--- config.mk ---
export PLATFORM = sky130hd
export DESIGN_NAME = pc_sequencer_flat
export DESIGN_NICKNAME = d
export VERILOG_FILES = /design/src/rtl/pc_sequencer_if.sv /design/src/rtl/pc_sequencer.sv /design/src/flat_wrapper.sv
export SDC_FILE = /design/constraint.sdc
export NUM_CORES = 1
export LEC_CHECK = 0
export ABC_CLOCK_PERIOD_IN_PS = 1800
export BUFFER_PORTS_ARGS = -buffer_cell sky130_fd_sc_hd__buf_4
export CORE_MARGIN = 2
export CORE_UTILIZATION = 41
export CTS_CLUSTER_DIAMETER = 30
export CTS_CLUSTER_SIZE = 40
export DETAILED_ROUTE_END_ITERATION = 12
export PLACE_DENSITY = 0.85
export REMOVE_ABC_BUFFERS = 1
export SKIP_LAST_GASP = 1
export SYNTH_ARGS = -nofsm -noshare
export SYNTH_HDL_FRONTEND = slang
export SYNTH_SLANG_ARGS = --single-unit
--- constraint.sdc ---
create_clock -name clk -period 1.8 [get_ports clk]
set_input_delay 0.36 -clock clk [delete_from_list [all_inputs] [get_ports clk]]
set_output_delay 0.36 -clock clk [all_outputs]
set_load 0.01 [all_outputs]
--- src/rtl/pc_sequencer_if.sv ---
// Handshake bundle between the pc_sequencer (master) and its fetch/datapath environment (slave).
interface pc_sequencer_if;
   logic       start;
   logic       mem_ready;
   logic [7:0] instr;
   logic [3:0] pc_addr;
   logic       zero_flag;
   logic       incPC;
   logic       loadPC;
   logic [7:0] altPC;
   logic [7:0] ir;
   logic       alu_en;
   logic       reg_we;
   logic       halted;

   modport master (
      input  start, mem_ready, instr, pc_addr, zero_flag,
      output incPC, loadPC, altPC, ir, alu_en, reg_we, halted
   );

   modport slave (
      output start, mem_ready, instr, pc_addr, zero_flag,
      input  incPC, loadPC, altPC, ir, alu_en, reg_we, halted
   );
endinterface

--- src/rtl/pc_sequencer.sv ---
// Fetch/decode/execute control sequencer driving PC strobes, ALU enable and register write.
// Define PC_SEQ_CALL_EN to add a single link register with CALL (0xD) / RET (0xE) opcodes.
module pc_sequencer (
   input  logic           clk,
   input  logic           rst,
   pc_sequencer_if.master bus
);

   typedef enum logic [2:0] {StIdle, StFetch, StDecode, StExecute, StHalt} state_e;

   state_e     state_q, state_d;
   logic [7:0] ir_q, ir_d;
   logic [3:0] opcode;
   logic [3:0] alt_pc;
   logic       inc_pc, load_pc, alu_en, reg_we, halted;

`ifdef PC_SEQ_CALL_EN
   logic [3:0] link_q, link_d;
`else
   logic unused_pc_addr;
   assign unused_pc_addr = ^bus.pc_addr;
`endif

   assign opcode = ir_q[7:4];

   always_comb begin
      state_d = state_q;
      ir_d    = ir_q;
      inc_pc  = 1'b0;
      load_pc = 1'b0;
      alt_pc  = 4'h0;
      alu_en  = 1'b0;
      reg_we  = 1'b0;
      halted  = 1'b0;
`ifdef PC_SEQ_CALL_EN
      link_d  = link_q;
`endif
      if (rst) begin
         // Load zero so the external PC clears on the same edge as the sequencer.
         load_pc = 1'b1;
      end else begin
         case (state_q)
            StIdle: begin
               if (bus.start) state_d = StFetch;
            end
            StFetch: begin
               if (bus.mem_ready) begin
                  ir_d    = bus.instr;
                  state_d = StDecode;
               end
            end
            StDecode: state_d = StExecute;
            StExecute: begin
               state_d = StFetch;
               case (opcode)
                  4'h0: inc_pc = 1'b1;
                  4'hA: begin
                     load_pc = 1'b1;
                     alt_pc  = ir_q[3:0];
                  end
                  4'hB: begin
                     if (bus.zero_flag) begin
                        load_pc = 1'b1;
                        alt_pc  = ir_q[3:0];
                     end else begin
                        inc_pc = 1'b1;
                     end
                  end
                  4'hC: begin
                     if (!bus.zero_flag) begin
                        load_pc = 1'b1;
                        alt_pc  = ir_q[3:0];
                     end else begin
                        inc_pc = 1'b1;
                     end
                  end
`ifdef PC_SEQ_CALL_EN
                  4'hD: begin
                     link_d  = bus.pc_addr + 4'd1;
                     load_pc = 1'b1;
                     alt_pc  = ir_q[3:0];
                  end
                  4'hE: begin
                     load_pc = 1'b1;
                     alt_pc  = link_q;
                  end
`else
                  4'hD, 4'hE: inc_pc = 1'b1;
`endif
                  4'hF: state_d = StHalt;
                  default: begin
                     alu_en = 1'b1;
                     reg_we = 1'b1;
                     inc_pc = 1'b1;
                  end
               endcase
            end
            StHalt: halted = 1'b1;
            default: state_d = StIdle;
         endcase
      end
   end

   always_ff @(posedge clk) begin
      if (rst) begin
         state_q <= StIdle;
         ir_q    <= 8'h00;
`ifdef PC_SEQ_CALL_EN
         link_q  <= 4'h0;
`endif
      end else begin
         state_q <= state_d;
         ir_q    <= ir_d;
`ifdef PC_SEQ_CALL_EN
         link_q  <= link_d;
`endif
      end
   end

   assign bus.incPC  = inc_pc;
   assign bus.loadPC = load_pc;
   assign bus.altPC  = {4'h0, alt_pc};
   assign bus.ir     = ir_q;
   assign bus.alu_en = alu_en;
   assign bus.reg_we = reg_we;
   assign bus.halted = halted;

endmodule

--- src/flat_wrapper.sv ---
// flat-port wrapper written by rule: the top's interface ports become plain ports
module pc_sequencer_flat 
  (clk, rst, bus_start, bus_mem_ready, bus_instr, bus_pc_addr, bus_zero_flag, bus_incPC, bus_loadPC, bus_altPC, bus_ir, bus_alu_en, bus_reg_we, bus_halted);
  pc_sequencer_if bus_i ();
  input  logic clk;
  input  logic rst;
  input wire logic [$bits(bus_i.start)-1:0] bus_start;
  input wire logic [$bits(bus_i.mem_ready)-1:0] bus_mem_ready;
  input wire logic [$bits(bus_i.instr)-1:0] bus_instr;
  input wire logic [$bits(bus_i.pc_addr)-1:0] bus_pc_addr;
  input wire logic [$bits(bus_i.zero_flag)-1:0] bus_zero_flag;
  output wire logic [$bits(bus_i.incPC)-1:0] bus_incPC;
  output wire logic [$bits(bus_i.loadPC)-1:0] bus_loadPC;
  output wire logic [$bits(bus_i.altPC)-1:0] bus_altPC;
  output wire logic [$bits(bus_i.ir)-1:0] bus_ir;
  output wire logic [$bits(bus_i.alu_en)-1:0] bus_alu_en;
  output wire logic [$bits(bus_i.reg_we)-1:0] bus_reg_we;
  output wire logic [$bits(bus_i.halted)-1:0] bus_halted;
  assign bus_i.start = bus_start;
  assign bus_i.mem_ready = bus_mem_ready;
  assign bus_i.instr = bus_instr;
  assign bus_i.pc_addr = bus_pc_addr;
  assign bus_i.zero_flag = bus_zero_flag;
  assign bus_incPC = bus_i.incPC;
  assign bus_loadPC = bus_i.loadPC;
  assign bus_altPC = bus_i.altPC;
  assign bus_ir = bus_i.ir;
  assign bus_alu_en = bus_i.alu_en;
  assign bus_reg_we = bus_i.reg_we;
  assign bus_halted = bus_i.halted;
  pc_sequencer u_core (.clk(clk), .rst(rst), .bus(bus_i));
endmodule
---- Word level (Yosys, flattened, before mapping) ----
Cells that the tools add are included.
word-level totals
  register bits ........................... 11
  word-level logic and storage cells ...... 43
cells by class
  eq/ne operators ......................... 12
  mux-type cells .......................... 22
  bitwise gates (word level) .............. 1
  reduce and logical (&&, ||, !) cells .... 6
operator list
  operator                                                                count
  4-bit equality test (second input constant)                             6
  4-bit 2-to-1 mux                                                        4
  3-bit case mux with 5 select lines                                      1
  4-bit case mux with 3 select lines                                      1
  1-bit 2-to-1 mux                                                        11
  3-bit 2-to-1 mux                                                        3
  7-bit OR reduction                                                      1
  3-bit by 2-bit equality test with 1-bit output (second input constant)  2
  1-bit case mux with 3 select lines                                      2
  4-bit logical NOT                                                       1
  2-bit != test (second input constant)                                   2
  3-bit by 1-bit equality test with 1-bit output (second input constant)  1
  3-bit equality test (second input constant)                             1
  3-bit logical NOT                                                       1
  3-bit AND reduction                                                     1
  2-bit AND reduction                                                     1
  2-bit OR reduction                                                      1
  1-bit inverter                                                          1

---- Depth between registers and ports, before layout ----
  depth after elaboration ................. 5
  gate-level depth with buffers ........... 5
  gate-level depth less buffers ........... 3

---- Worst setup path after synthesis ----
No wires, ideal clock.
  path kind ............................... flip-flop to output port
  start ................................... register u_core.ir_q[6] (netlist: u_core.bus.ir[6])
  end ..................................... output port bus_altPC[0]
  data arrival time ....................... 1.444 ns
  data required time ...................... 1.440 ns
  path slack .............................. -0.004 ns
  stages on the path, launching flop included .. 4
  buffers on the path ..................... 0
  path through ............................ dfxtp_1 -> or4b_4 -> a311oi_2 -> and2_1
on the way
  longest elaborated chain between the ends .. 4
  elaborated cells between the ends (all ways) .. 6
ends and longest elaborated chain
  what                                  RTL line             RTL
  start: declaration                    pc_sequencer.sv:12   logic [7:0] ir_q, ir_d;
  start signal: assignment              pc_sequencer.sv:113  ir_q <= ir_d;
  4-bit equality test                   pc_sequencer.sv:55   case (opcode)
  4-bit case mux with 3 select lines *  pc_sequencer.sv:55
  4-bit 2-to-1 mux *                    pc_sequencer.sv:42   case (state_q)
  4-bit 2-to-1 mux *                    pc_sequencer.sv:38   if (rst) begin
  end: declaration                      flat_wrapper.sv:14   output wire logic [$bits(bus_i.altPC)-1:0] bus_altPC;
Mark *: on every way between the ends. The rest lies on a longest branch, timed or not.

---- Worst setup path after layout ----
  start ................................... register u_core.ir_q[5] (netlist: u_core.bus.ir[5])
  end ..................................... output port bus_altPC[0]
The elaborated chain is that of the path after synthesis.

==> results.sh <==
export IMPL_outcome="finished with violations"
export IMPL_rows=14
export IMPL_synth_area_sq_um=627
export IMPL_cap_violations=0
export IMPL_cp_slowest_cell="or4b_4"
export IMPL_critPathMaxFanout=4
export IMPL_period_share=1.17
export IMPL_antenna_found_initial=0
export IMPL_gr_usage_all_layers=0.197
export IMPL_ys_seq_area_frac=0.351
export IMPL_setup_violations=8
export IMPL_place_area_sq_um=907
export IMPL_yosys_warnings=0
export IMPL_seq_power_share=0.474
export IMPL_power_share_switching=0.279
export IMPL_max_freq_mhz=474
export IMPL_powerDensity_mw_per_mm2=586
export IMPL_rsz0062_at_grt="yes"
export IMPL_die_height_microns=43.1
export IMPL_path_buf_inv=1
export IMPL_core_region_area_sq_mm=0.00147
export IMPL_vias=628
export IMPL_clockBufferDepth=2
export IMPL_post_layout_nonfiller_instances=126
export IMPL_fin_nets=128
export IMPL_areaGrowthSynthToFinish_pct=55.1
export IMPL_power_static_leakage_uw=0.000434
export IMPL_drc=0
export IMPL_crit_required_ps=1440
export IMPL_critical_path_max_stage_delay_ps=540
export IMPL_ctsHoldBuffers=0
export IMPL_cts_setup_buffers=0
export IMPL_placed_cells=122
export IMPL_netlist_area_leader_share=0.351
export IMPL_gp_congestion=0.745
export IMPL_utilization=0.661
export IMPL_fin_skew_ps=4.51
export IMPL_synth_ff_type="dfxtp_1"
export IMPL_io_buffers=29
export IMPL_wl_per_cell_microns=12.5
export IMPL_whs_ps=307
export IMPL_drive_gt1_frac=0.500
export IMPL_grt_pass1_vias=618
export IMPL_multiInputGateArea_sq_um=387
export IMPL_crit_family="simple AND/OR/NAND/NOR gates"
export IMPL_hold_class="primary input to flop"
export IMPL_cts_sinks=11
export IMPL_synth_commonest_cells="dfxtp_1 (11), nor2_1 (11), mux2i_1 (8), buf_4 (5), and2_1 (4)"
export IMPL_cts_made_buffers=3
export IMPL_drt_pass1_iter_count=2
export IMPL_ir_worst_vdd_mv=0.407
export IMPL_synth_seq_cells=11
export IMPL_drv_slew=0
export IMPL_insertedDiodeCount=0
export IMPL_async_flop_share=0
export IMPL_gr_total_overflow=0
export IMPL_drt_wl_total_microns=1580
export IMPL_hold_violations=0
export IMPL_ioPinCount=38
export IMPL_endpoint_kind="primary output"
export IMPL_p_total_uw=570
export IMPL_clkLatencyLatePin_ps=280
export IMPL_die_area_sq_mm=0.00186
export IMPL_viasPerCell=4.98
export IMPL_seq_area_sq_um=224
export IMPL_failed_checks="negative setup slack"
export IMPL_critical_path_cell_chain="or4b_4 -> a311oi_4 -> and2_4 -> buf_6"
export IMPL_fill_cells=131
export IMPL_syn_area_per_cell_sq_um=8.71
export IMPL_dpl_hpwl_microns=1250
export IMPL_final_area_sq_um=972
export IMPL_grt_max_degree=10
export IMPL_clockPowerShare=0.319
export IMPL_start_kind="flop"
export IMPL_p_sw_uw=159
export IMPL_drt_iter0_drc=6
export IMPL_worstPathArrival_ps=1750
export IMPL_synth_area_leaders="dfxtp_1 (35%), mux2i_1 (13%), nor2_1 (6.6%)"
export IMPL_cts_tree="built"
export IMPL_fin_ws_ps=-309
export IMPL_die_x_microns=43.1
export IMPL_critPathKind="flop to primary output"
export IMPL_initial_core_util=0.426
export IMPL_synth_edf_count=0
export IMPL_root_buffer="clkbuf_4"
export IMPL_ant_nets=0
export IMPL_clk_pin_slew_ps=80
export IMPL_syn_inst=72
export IMPL_min_period_ps=2110
export IMPL_internal_power_uw=411
export IMPL_grt_pass1_wl_microns=2610
export IMPL_synth_cell_types=28
export IMPL_htree_levels=1
export IMPL_yosys_area_top_type="dfxtp_1"
export IMPL_p_comb_frac=0.207
-- metrics by stage --
stage	setup TNS, ps	setup WS [ps]
detailed placement	-789	-190
global placement	-623	-149
floorplan	-1880	-234
finish	-2150	-309
CTS	-2260	-322
global route	-2640	-375
-- flip-flops by register name (all words and copies together), names as in the netlist --
signal	count
u_core.state_q	3
u_core.bus.ir	8
-- final cells by class --
type	instances	share of cell area
sequential	11	0.230
clock buffer	4	0.0270
timing repair buffer	39	0.313
tap	16	0.0206
multi-input combinational	53	0.398
inverter	3	0.0116
-- routing by layer --
layer,vias up,GRT usage,share of wire
met5,-,0,0
met4,0,0.127,0.017
met1,286,0.216,0.39
met3,4,0.0511,0.044
li1,320,-,-
met2,18,0.328,0.55
-- repair_timing --
action / in CTS / in global routing
resized for setup: 10 / 1
pin swaps: 4 / 2
endpoints found under the hold margin: 0 / 0
setup endpoints to repair: 8 / 8
-- power by group through the flow --
stage               Combinational, uW  Clock (uW)  Sequential [uW]
CTS                               118         186              270
finish                            118         182              270
detailed placement                115           0              275
global route                      130         198              273
global placement                  111           0              273
floorplan                        43.9           0              279
-- cell families (layout without fill, tap and decap cells) --
kind of cell,count (synthesis),after routing,share of synthesized area
multiplexers,8,8,0.128
buffers and inverters,11,46,0.0978
AO/OA/AOI/OAI,9,9,0.110
AND/OR/NAND/NOR,32,32,0.307
other,1,4,0.00598
flip-flops,11,11,0.351
-- worst paths after layout --
path                            slack [ps]              start  depth (start not counted)                 to
worst min-delay path                   310                rst                          2  u_core.state_q[2]
worst max register to register         470  u_core.state_q[0]                          4   u_core.bus.ir[0]
worst min register to register         510   u_core.bus.ir[3]                          2   u_core.bus.ir[3]
worst max-delay path                  -310   u_core.bus.ir[5]                          4       bus_altPC[0]
-- cells in the final DEF (no fill, tap or decap), types with 2 or more instances in the layout --
master	n
inv_1	3
o21ai_0	3
mux2i_1	8
nand3b_1	2
dfxtp_2	3
conb_1	4
nand2_1	2
buf_4	36
clkbuf_4	3
and2_1	3
nor2_1	11
nand3_1	2
dfxtp_1	8
buf_6	3
Power figures use the tool's default switching activity.
